===== src/rtl/op_shift_pkg.sv =====
// Shared types for op_shift_unit: opcode and FSM state enums plus an opcode classifier.
package op_shift_pkg;

  typedef enum logic [2:0] {
    OP_PASS = 3'b000,
    OP_INV  = 3'b001,
    OP_SLL  = 3'b010,
    OP_SRL  = 3'b011,
    OP_SRA  = 3'b100,
    OP_ROL  = 3'b101,
    OP_ROR  = 3'b110,
    OP_REV  = 3'b111
  } op_e;

  typedef enum logic [1:0] {
    IDLE,
    RUN,
    DONE
  } state_e;

  // Ops that finish in one cycle and ignore the shift amount.
  function automatic logic is_single(input op_e op);
    return (op == OP_PASS) || (op == OP_INV) || (op == OP_REV);
  endfunction

endpackage


===== src/rtl/op_shift_step.sv =====
// Combinational datapath for op_shift_unit: one-bit shift/rotate step and single-cycle results.
// The shifted-out bit output exists only when OP_SHIFT_FLAGS_EN is defined.
module op_shift_step
  import op_shift_pkg::*;
#(
  parameter int WIDTH = 8
) (
  input  logic [WIDTH-1:0] acc,
  input  op_e              op,
  output logic [WIDTH-1:0] step_res,
  output logic [WIDTH-1:0] single_res
`ifdef OP_SHIFT_FLAGS_EN
  ,
  output logic             shout
`endif
);

  logic shout_c;

  // NOTE: every output gets a default before the case so no path leaves it unassigned (no latch).
  always_comb begin
    step_res   = acc;
    single_res = acc;
    shout_c    = 1'b0;
    case (op)
      OP_SLL: begin
        step_res = {acc[WIDTH-2:0], 1'b0};
        shout_c  = acc[WIDTH-1];
      end
      OP_SRL: begin
        step_res = {1'b0, acc[WIDTH-1:1]};
        shout_c  = acc[0];
      end
      OP_SRA: begin
        step_res = {acc[WIDTH-1], acc[WIDTH-1:1]};
        shout_c  = acc[0];
      end
      OP_ROL:  step_res = {acc[WIDTH-2:0], acc[WIDTH-1]};
      OP_ROR:  step_res = {acc[0], acc[WIDTH-1:1]};
      OP_INV:  single_res = ~acc;
      OP_REV: begin
        for (int i = 0; i < WIDTH; i++) single_res[i] = acc[WIDTH-1-i];
      end
      default: ;
    endcase
  end

`ifdef OP_SHIFT_FLAGS_EN
  assign shout = shout_c;
`endif

endmodule


===== src/rtl/op_shift_unit.sv =====
// Handshaked opcode unit: single-cycle pass/invert/reverse, iterative 1-bit-per-cycle shifts and rotates.
// Optional zero/cout flag outputs are built when OP_SHIFT_FLAGS_EN is defined.
module op_shift_unit
  import op_shift_pkg::*;
#(
  parameter  int WIDTH = 8,
  localparam int SHW   = $clog2(WIDTH)
) (
  input  logic             clk,
  input  logic             rst_n,
  input  logic             in_valid,
  output logic             in_ready,
  input  logic [WIDTH-1:0] in,
  input  logic [2:0]       op,
  input  logic [SHW-1:0]   amt,
  output logic             out_valid,
  input  logic             out_ready,
  output logic [WIDTH-1:0] out,
  output logic             busy
`ifdef OP_SHIFT_FLAGS_EN
  ,
  output logic             zero,
  output logic             cout
`endif
);

  state_e           state_q, state_d;
  op_e              op_q;
  logic [WIDTH-1:0] acc_q, acc_d;
  logic [SHW-1:0]   cnt_q, cnt_d;
  logic [WIDTH-1:0] out_q;
  logic             load_out;

  // In IDLE the datapath sees the incoming operand; afterwards it works on the accumulator.
  logic [WIDTH-1:0] step_in;
  op_e              step_op;
  logic [WIDTH-1:0] step_res, single_res;

  assign step_in = (state_q == IDLE) ? in : acc_q;
  assign step_op = (state_q == IDLE) ? op_e'(op) : op_q;

`ifdef OP_SHIFT_FLAGS_EN
  logic shout, cout_d, zero_q, cout_q;
`endif

  op_shift_step #(.WIDTH(WIDTH)) u_step (
    .acc        (step_in),
    .op         (step_op),
    .step_res   (step_res),
    .single_res (single_res)
`ifdef OP_SHIFT_FLAGS_EN
    ,
    .shout      (shout)
`endif
  );

  always_comb begin
    state_d  = state_q;
    acc_d    = acc_q;
    cnt_d    = cnt_q;
    load_out = 1'b0;
`ifdef OP_SHIFT_FLAGS_EN
    cout_d   = 1'b0;
`endif
    case (state_q)
      IDLE: begin
        if (in_valid) begin
          // single_res defaults to pass, which covers a zero-amount shift.
          if (is_single(op_e'(op)) || (amt == '0)) begin
            acc_d    = single_res;
            state_d  = DONE;
            load_out = 1'b1;
          end else begin
            acc_d   = in;
            cnt_d   = amt;
            state_d = RUN;
          end
        end
      end
      RUN: begin
        acc_d = step_res;
        cnt_d = cnt_q - SHW'(1);
`ifdef OP_SHIFT_FLAGS_EN
        cout_d = shout;
`endif
        if (cnt_q == SHW'(1)) begin
          state_d  = DONE;
          load_out = 1'b1;
        end
      end
      DONE: begin
        if (out_ready) state_d = IDLE;
      end
      default: state_d = IDLE;
    endcase
  end

  // NOTE: sequential state uses non-blocking assignments so every register samples pre-edge values.
  always_ff @(posedge clk or negedge rst_n) begin
    if (!rst_n) begin
      state_q <= IDLE;
      op_q    <= OP_PASS;
      acc_q   <= '0;
      cnt_q   <= '0;
      out_q   <= '0;
    end else begin
      state_q <= state_d;
      acc_q   <= acc_d;
      cnt_q   <= cnt_d;
      if ((state_q == IDLE) && in_valid) op_q <= op_e'(op);
      if (load_out) out_q <= acc_d;
    end
  end

`ifdef OP_SHIFT_FLAGS_EN
  always_ff @(posedge clk or negedge rst_n) begin
    if (!rst_n) begin
      zero_q <= 1'b0;
      cout_q <= 1'b0;
    end else if (load_out) begin
      zero_q <= (acc_d == '0);
      cout_q <= cout_d;
    end
  end

  assign zero = zero_q;
  assign cout = cout_q;
`endif

  assign in_ready  = (state_q == IDLE);
  assign busy      = (state_q != IDLE);
  assign out_valid = (state_q == DONE);
  assign out       = out_q;

endmodule


===== config.mk =====
export PLATFORM = sky130hd
export DESIGN_NAME = op_shift_unit
export DESIGN_NICKNAME = d
export VERILOG_FILES = /design/src/rtl/op_shift_pkg.sv /design/src/rtl/op_shift_step.sv /design/src/rtl/op_shift_unit.sv
export SDC_FILE = /design/constraint.sdc
export NUM_CORES = 1
export LEC_CHECK = 0
export CORE_ASPECT_RATIO = 1.1
export CORE_UTILIZATION = 45
export DETAILED_ROUTE_END_ITERATION = 6
export GPL_ROUTABILITY_DRIVEN = 0
export PLACE_DENSITY = 0.68
export SLEW_MARGIN = 40
export SYNTH_ARGS = -nofsm -noshare
export SYNTH_HDL_FRONTEND = slang
export SYNTH_SLANG_ARGS = --single-unit

===== constraint.sdc =====
create_clock -name clk -period 2.5 [get_ports clk]
set_input_delay 0.25 -clock clk [delete_from_list [all_inputs] [get_ports clk]]
set_output_delay 0.25 -clock clk [all_outputs]
set_load 0.005 [all_outputs]

-- After elaboration in Yosys (flattened, before gate mapping)
Cells that the tools add are included.
- add/subtract/negate cells: 1
- equal/unequal tests: 16
- mux-type cells: 19
- bitwise operators: 1
- reductions and logical operators: 11
- operator list (kind ; number):
    $pmux W8 S5 ; 1
    $pmux W8 S2 ; 2
    $mux W8 ; 3
    $eq A3 B3 Y1 const B ; 5
    $eq A3 B1 Y1 const B ; 3
    $mux W3 ; 3
    $mux W2 ; 4
    $not A8 Y8 ; 1
    $eq A3 B2 Y1 const B ; 2
    $logic_not A3 Y1 ; 2
    $ne A2 B2 Y1 const B ; 3
    $pmux W2 S3 ; 1
    $pmux W3 S2 ; 1
    $reduce_and A3 Y1 ; 2
    $reduce_bool A2 Y1 ; 2
    $logic_or A1 B1 Y1 ; 3
    $mux W1 ; 3
    $sub A3 B1 Y3 const B ; 1
    $eq A2 B1 Y1 const B ; 1
    $eq A2 B2 Y1 const B ; 1
    $logic_not A2 Y1 ; 1
    $ne A2 B1 Y1 const B ; 1
    $pmux W1 S2 ; 1
    $logic_and A1 B1 Y1 ; 1
- register bits: 24
- input port bits: 18
- output and inout port bits: 11
- word-level logic and storage cells: 53

-- Longest topological paths before layout
- depth after elaboration: 7
- gate-level depth with buffers: 9
- depth with buffers taken out: 7

-- Modules after synthesis
A second synthesis with hierarchy kept.
- cells, all modules: 269
- area total of the unflattened synthesis: 2328.5 sq um
- modules (own cells, without submodules) (module ; instances ; cells an instance ; area an instance (sq um) ; seq. area each (sq um)):
    op_shift_unit ; 1 ; 152 ; 1492.7 ; 600.6
    op_shift_step ; 1 ; 117 ; 835.8 ; 0.0

-- Worst setup path after synthesis
OpenSTA, ideal clock, no wires.
- path kind: register to register
- from: register state_q[1]
- to: register out_q[5] (netlist: out[5])
- setup time: 0.125 ns
- arrival time: 1.861 ns
- data required time: 2.375 ns
- slack: 0.514 ns
- cell stages (with the launch flop): 9
- buffers on the path: 1
- period minus slack after synthesis: 1.986 ns
- cells stage by stage: dfrtp_1 > or2_1 > buf_6 > inv_4 > mux2_2 > o21ai_0 > o2111ai_1 > o21a_1 > mux2_2
- cells in the longest elaborated chain, start to end: 7
- elaborated cells on any way between the ends: 18
- classes of those cells: eq/ne: 8; mux: 8; bitwise: 1; reduce/logical: 1
- ends and longest elaborated chain (what ; RTL line ; source):
    start, declared ; op_shift_unit.sv:27 ; state_e state_q, state_d;
    start signal, assigned ; op_shift_unit.sv:107 ; state_q <= state_d;
    $logic_not A2 Y1 ; op_shift_unit.sv:39, op_shift_unit.sv:40, op_shift_unit.sv:65 ;
    $mux W3 / $mux W8 (equally long branches) ; op_shift_unit.sv:40, op_shift_unit.sv:39 ;
    $eq A3 B3 Y1 (tied with other cells) ; op_shift_step.sv:25 ; case (op)
    $pmux W8 S2 ; op_shift_step.sv:25 ;
    $mux W8 ; op_shift_unit.sv:69 ; if (is_single(op_e'(op)) || (amt == '0)) begin
    $mux W8 ; op_shift_unit.sv:67 ; if (in_valid) begin
    $pmux W8 S2 ; op_shift_unit.sv:65 ; case (state_q)
    end signal, assigned ; op_shift_unit.sv:105 ; out_q <= '0;
    end signal, assigned ; op_shift_unit.sv:111 ; if (load_out) out_q <= acc_d;
    end, declared ; op_shift_unit.sv:31 ; logic [WIDTH-1:0] out_q;
Parallel ways exist; a longest one is shown, timed or not.
A chain may end at the register's enable or synchronous reset.

-- Worst setup path in the final report
Same ends and word-level chain as after synthesis.

==> summary.md <==
| Metric | Value |
|---|---|
| Core Region | 4650 sq um |
| DR WL met3 | 360 microns |
| Fillers | ~410 |
| Synth area leaders | dfrtp_1, mux2_2, a31oi_1, mux2i_1, nor4b_1 |
| Via-to-Cell Ratio | 6.48 |
| Area growth from synthesis to layout | 25.0% |
| Clock Path Buffers | 2 |
| Post-Place Cell Area | 2660 sq um |
| Most common cell in the netlist | dfrtp_1 |
| CTS tree | yes |
| Status | finished clean |
| Max-capacitance violation count | 0 |
| Share of the synthesized area in the top cell type | 0.274 |
| Setup total negative slack | 0 ns |
| TritonCTS buffer count | 3 |
| Synth area leader | dfrtp_1 |
| First-pass GRT wire length | 10700 microns |
| Share of cells above drive strength 1 | 0.205 |
| Seq cells post-synth | 24 |
| Starting Density | 0.471 |
| Routed vias | 2289 |
| Die Area | 5160 sq um |
| Antenna Nets Post-Route | 0 |
| Number of synthesized flops with an enable pin | 0 |
| Synth unique cells | 51 |
| Leak Pwr | 0.00114 uW |
| RSZ-0062 raised after global routing | no |
| Flop-to-flop setup slack | ~0.075 ns |
| DR WL/cell | 18.2 microns |
| Fin nets | between 300 and 400 |
| Worst Skew | 0.00546 ns |
| Worst Hold Slack | 0.329 ns |
| Top-level I/O count | 29 |
| Post-Layout Inst Area | 2740 sq um |
| Initial DRC count | 202 |
| Die X | approximately 69 microns |
| Synth top cells by count | dfrtp_1, a31oi_1, mux2_2, nand2_1 |
| Critical path endpoint category | flop |
| Num Clock Sinks | 24 |
| Critical path class | reg2reg |
| Synthesized area per cell | 8.60 sq um |
| Latest clock arrival within the worst-skew pair | 0.28 ns |
| Drt drc | 0 |
| CTS root buffer | clkbuf_8 |
| GRT Overall Usage | 0.280 |
| Final Max Tran Viols | 0 |
| Wirelength, routed | 6440 microns |
| Final Non-Filler Cells | ~350 |
| Setup Viol. Count Final | 0 |
| Syn nets | 275 |
| Rel. slew slack | 0.693 |
| Metal2 WL | 3000 microns |
| Placed Cells | 349 |
| Worst Setup Slack, final | 0.0750 ns |
| Total setup buffers inserted after CTS | 0 |
| Wire length on met1 | between 2000 and 3000 microns |
| Async SR Flop Fraction | 1.00 |
| Synth Instances | 255 |
| Seq/Total Area, Yosys | 0.274 |
| Worst setup SP type | flop |
| Multi-input gate area | 1420 sq um |
| Synth Cell Area | 2190 sq um |
| Fmax achieved | 412 MHz |
| Largest net degree at the start of global routing | 25 |
| Least-Margin Pin Slew | ~0.46 ns |
| First-pass detailed-route iteration total | 4 |
| Clk pin slew, worst setup/hold paths | 0.10 ns |
| Grt total ovfl | 0 |
| Initial antenna violation count | 0 |
| Worst Hold Class | in2async |
| Period utilization | 0.970 |
| Worst path arrival time | 2.59 ns |
| Hold Violations, Final | 0 |
| WP data required | 2.67 ns |
| Top_reg_cell synth | dfrtp_1 |
| Buffers on Ports | 28 |
| Reg area | 601 sq um |
| Hpwl dp | 4800 microns |
| Ant. Diodes | 0 |
| Worst vdd ir | 0.619 mV |
| Yosys Warn Count | 0 |
| Tmin final | 2.42 ns |
| Die Ht | roughly 75 microns |
| Top Layer Used | met4 |
| Row cnt | 26 |
| Cell Pwr Density | 1460 nW/um^2 |
| H-tree levels | 1 |
| Crit path max fanout | 16 |
| Pre-CTS setup slack | 0.0307 ns |
| Vias in the first global route | approximately 2200 |
==> layout make-up <==
cell class | instances | share of cell area
repair buffers | 61 | 0.197
clock buffers | 3 | 0.0151
inverters | 9 | 0.0132
multi-input cells | 199 | 0.519
flip-flops and latches | 24 | 0.219
clock inverters | 1 | 0.0110
well taps | 56 | 0.0256
==> worst paths after layout <==
| check | cells past startpoint | to | startpoint |
|---|---|---|---|
| setup / recovery | 7 | out[5]$_DFFE_PN0P_ | state_q[1]$_DFFE_PN0P_ |
| hold / removal | 2 | cnt_q[1]$_DFFE_PN0P_ | rst_n |
| setup reg to reg | 7 | out[5]$_DFFE_PN0P_ | state_q[1]$_DFFE_PN0P_ |
| hold reg to reg | 1 | out[0]$_DFFE_PN0P_ | out[0]$_DFFE_PN0P_ |
| max in group asynchronous | 2 | acc_q[4]$_DFF_PN0_ | rst_n |
| min in group clk | 1 | out[0]$_DFFE_PN0P_ | out[0]$_DFFE_PN0P_ |
==> critical path: stages, from the launching register on <==
cell	delay [ns]
dfrtp_1	0.47
or2_1	0.34
inv_4	0.22
mux2_2	0.40
o21ai_0	0.29
o2111ai_1	0.17
o21a_1	0.15
mux2_2	0.26
==> power by group <==
group	switching, uW	total, uW	internal (uW)	leakage [uW]
combinational	1530	2870	1340	0.000807
clock	140	354	214	0.0000357
sequential	201	780	578	0.000296
total	1870	4000	2130	0.00114
==> logic make-up (layout without fill, tap and decap cells) <==
family | Yosys count | count (layout) | share of synthesized area
AO/OA/AOI/OAI | 94 | 94 | 0.291
AND/OR/NAND/NOR | 72 | 72 | 0.192
buffers and inverters | 32 | 74 | 0.0810
multiplexers | 29 | 29 | 0.143
flip-flops | 24 | 24 | 0.274
adder cells (fa/ha/maj) | 2 | 2 | 0.0114
XOR/XNOR | 2 | 2 | 0.00799
==> per-layer routing <==
metal  vias up  GRT usage
li1       1083          -
met1      1116      0.402
met2        77      0.427
met3        13     0.0394
met4         0     0.0972
met5         -          0
==> state kept, by name, summed over array words and instances, names as in the netlist <==
register / flops
out: 8
acc_q: 8
op_q: 3
cnt_q: 3
state_q: 2
==> metrics by stage <==
stage                      util  total power, uW
after global placement    0.572             3570
final                     0.589             4000
after CTS                 0.588             3970
after floorplan               -             2690
after global routing      0.589             4330
after detailed placement  0.572             3600
==> cell usage in the layout (no fill, tap or decap), drive strengths merged, types with 3 or more instances in the layout <==
cell and instances:
dfrtp 24, clkbuf 3, mux2 18, nor4b 11, nor2b 3, a31oi 21
nor2 11, a221o 9, o31ai 3, a21oi 16, nor4bb 3, inv 9
clkdlybuf4s50 28, nor4 5, nand2 17, mux2i 11, o21ai 19, buf 33
nor3 9, a221oi 3
==> timing repair <==
item	in CTS	in global routing
resized for setup	0	2
hold buffers	0	0
endpoints found under the setup margin	0	4
Note: power is estimated with default switching activity, not from simulation.
==> variant (same settings) <==
The 3 states of `state_e` get a one-hot encoding in 3 bits.
--- a/src/rtl/op_shift_pkg.sv
+++ b/src/rtl/op_shift_pkg.sv
@@ -12,10 +12,10 @@
     OP_REV  = 3'b111
   } op_e;
 
-  typedef enum logic [1:0] {
-    IDLE,
-    RUN,
-    DONE
+  typedef enum logic [2:0] {
+    IDLE = 3'b001,
+    RUN  = 3'b010,
+    DONE = 3'b100
   } state_e;
 
   // Ops that finish in one cycle and ignore the shift amount.
Function: same outputs for any inputs over 10 cycles, from zero or initial values and one cycle with rst_n low; not proved beyond that.
==> variant against the original RTL <==
- combinational power decreased by 39%
- setup slack lost 0.016 ns
- fmax is 0.66% lower
- die area shrank 5.5%
- register-to-register slack improved by 0.02 ns
- synthesized area shrank 5.6%
- cell area shrank 8.1%
- sequential cell count up 1
- critical endpoint is now in_ready
- largest power group unchanged
- routed wire length up 4.7%
- largest cell class unchanged
- non-clock buffer count shrank 14
- total power decreased by 26%
- final cell count up 0.28%
- global-route usage is 1.7 points higher
==> variant: results (changes against the original RTL) <==
outcome:
  status: "finished, final reports clean"
logic_synthesis:
  synth.avg_cell_area_um2: 7.66  # -11%
  synth_fa_ha_area_share_pct: 1.21  # +0.068 points
  netlist-cell-type-count: 52  # +2.0%
  synth_compound_area_share_pct: 28.6  # -0.55 points
  synth_xor_area_share_pct: 1.21  # +0.41 points
  synth_area_leaders: "dfrtp_1 29%, nand2_1 5.4%, nor2_1 5.3%"
  synth_nets: 290  # +5.5%
  muxShareOfSynthArea_pct: 7.92  # -6.3 points
  synth-seq-area-share_pct: 30.3  # +2.9 points
  synth_commonest_cells: "30 x nand2_1, 29 x nor2_1, 24 x dfrtp_1"
setup_path:
  cp_top_family: "buffers and inverters"
  crit_path_start: "state_q[0]"
  crit_path_top_delay_cell: "dfstp_2"
  worstPathArrival_ns: 2.19  # -0.40 ns
  crit_fanout: 10  # -6
  critical_path.max_stage_delay_ns: 0.57  # +0.10 ns
  r2r_setup_slack_ns: 0.10  # +0.02 ns
pwr:
  p_comb_w: 0.00176  # -39%
  sequentialPower_w: 0.000931  # +19%
  ir_drop_uv: 609  # -1.7%
  clk-power_w: 0.000265  # -25%
  p_leak_nw: 1.01  # -11%
  intPower_w: 0.00154  # -28%
global_route:
  grt_pass1_wl_mm: 10.8  # +0.84%
  grt_pass1_vias: 2204  # +0.14%
  grt_usage_pct: 29.8  # +1.7 points
  grt_max_degree: 26  # +4.0%
routing:
  viasPerCell: 6.45  # -0.59%
  drt_iter0_markers: 247  # +22%
  firstDrtPassIters: 5  # +1
  num_vias: 2282  # -0.31%
  wirelength_mm: 6.74  # +4.7%
place:
  placed_cell_area_um2: 2470  # -7.2%
  placedCellCount: 350  # +0.29%
  place_ws_ns: 0.211  # +0.180 ns
  hpwl_mm: 4.87  # +1.6%
final_layout:
  nets: 321  # +0.94%
  layout-drive-gt1-share_pct: 11.0  # -9.5 points
  diodes: 0  # unchanged
timing:
  fin_skew_ns: 0.00448  # -0.000974 ns
  fmax_mhz: 410  # -0.66%
  whs_ns: 0.341  # +0.0118 ns
  worst_slew_pin_slew_ns: 0.849  # +0.389 ns
[variant: area by class of cell]
class / count / area [um2] / area share (%)
tap: 54 / 67.6 / 2.68
timing repair buffer: 47 / 423 / 16.8
clock inverter: 1 / 7.51 / 0.298
sequential: 25 / 627 / 24.9
clock buffer: 3 / 41.3 / 1.64
inverter: 7 / 26.3 / 1.04
multi-input combinational: 217 / 1330 / 52.7
[variant: per-layer routing]
| metal | wire length [um] | GRT usage, % | up-vias |
|---|---|---|---|
| met5 | 0 | 0 | - |
| met4 | 210 | 11.8 | 0 |
| met3 | 503 | 3.75 | 26 |
| met2 | 3220 | 49.5 | 133 |
| met1 | 2810 | 38.8 | 1055 |
| li1 | - | - | 1068 |
[variant: path summary, 6_finish.rpt]
| path | end | cells past startpoint |
|---|---|---|
| setup / recovery | in_ready | 4 |
| hold reg to reg | cnt_q[0] | 1 |
| hold / removal | acc_q[7] | 2 |
| min in group clk | cnt_q[0] | 1 |
| setup reg to reg | out[0] | 6 |
| max in group asynchronous | state_q[0] | 2 |
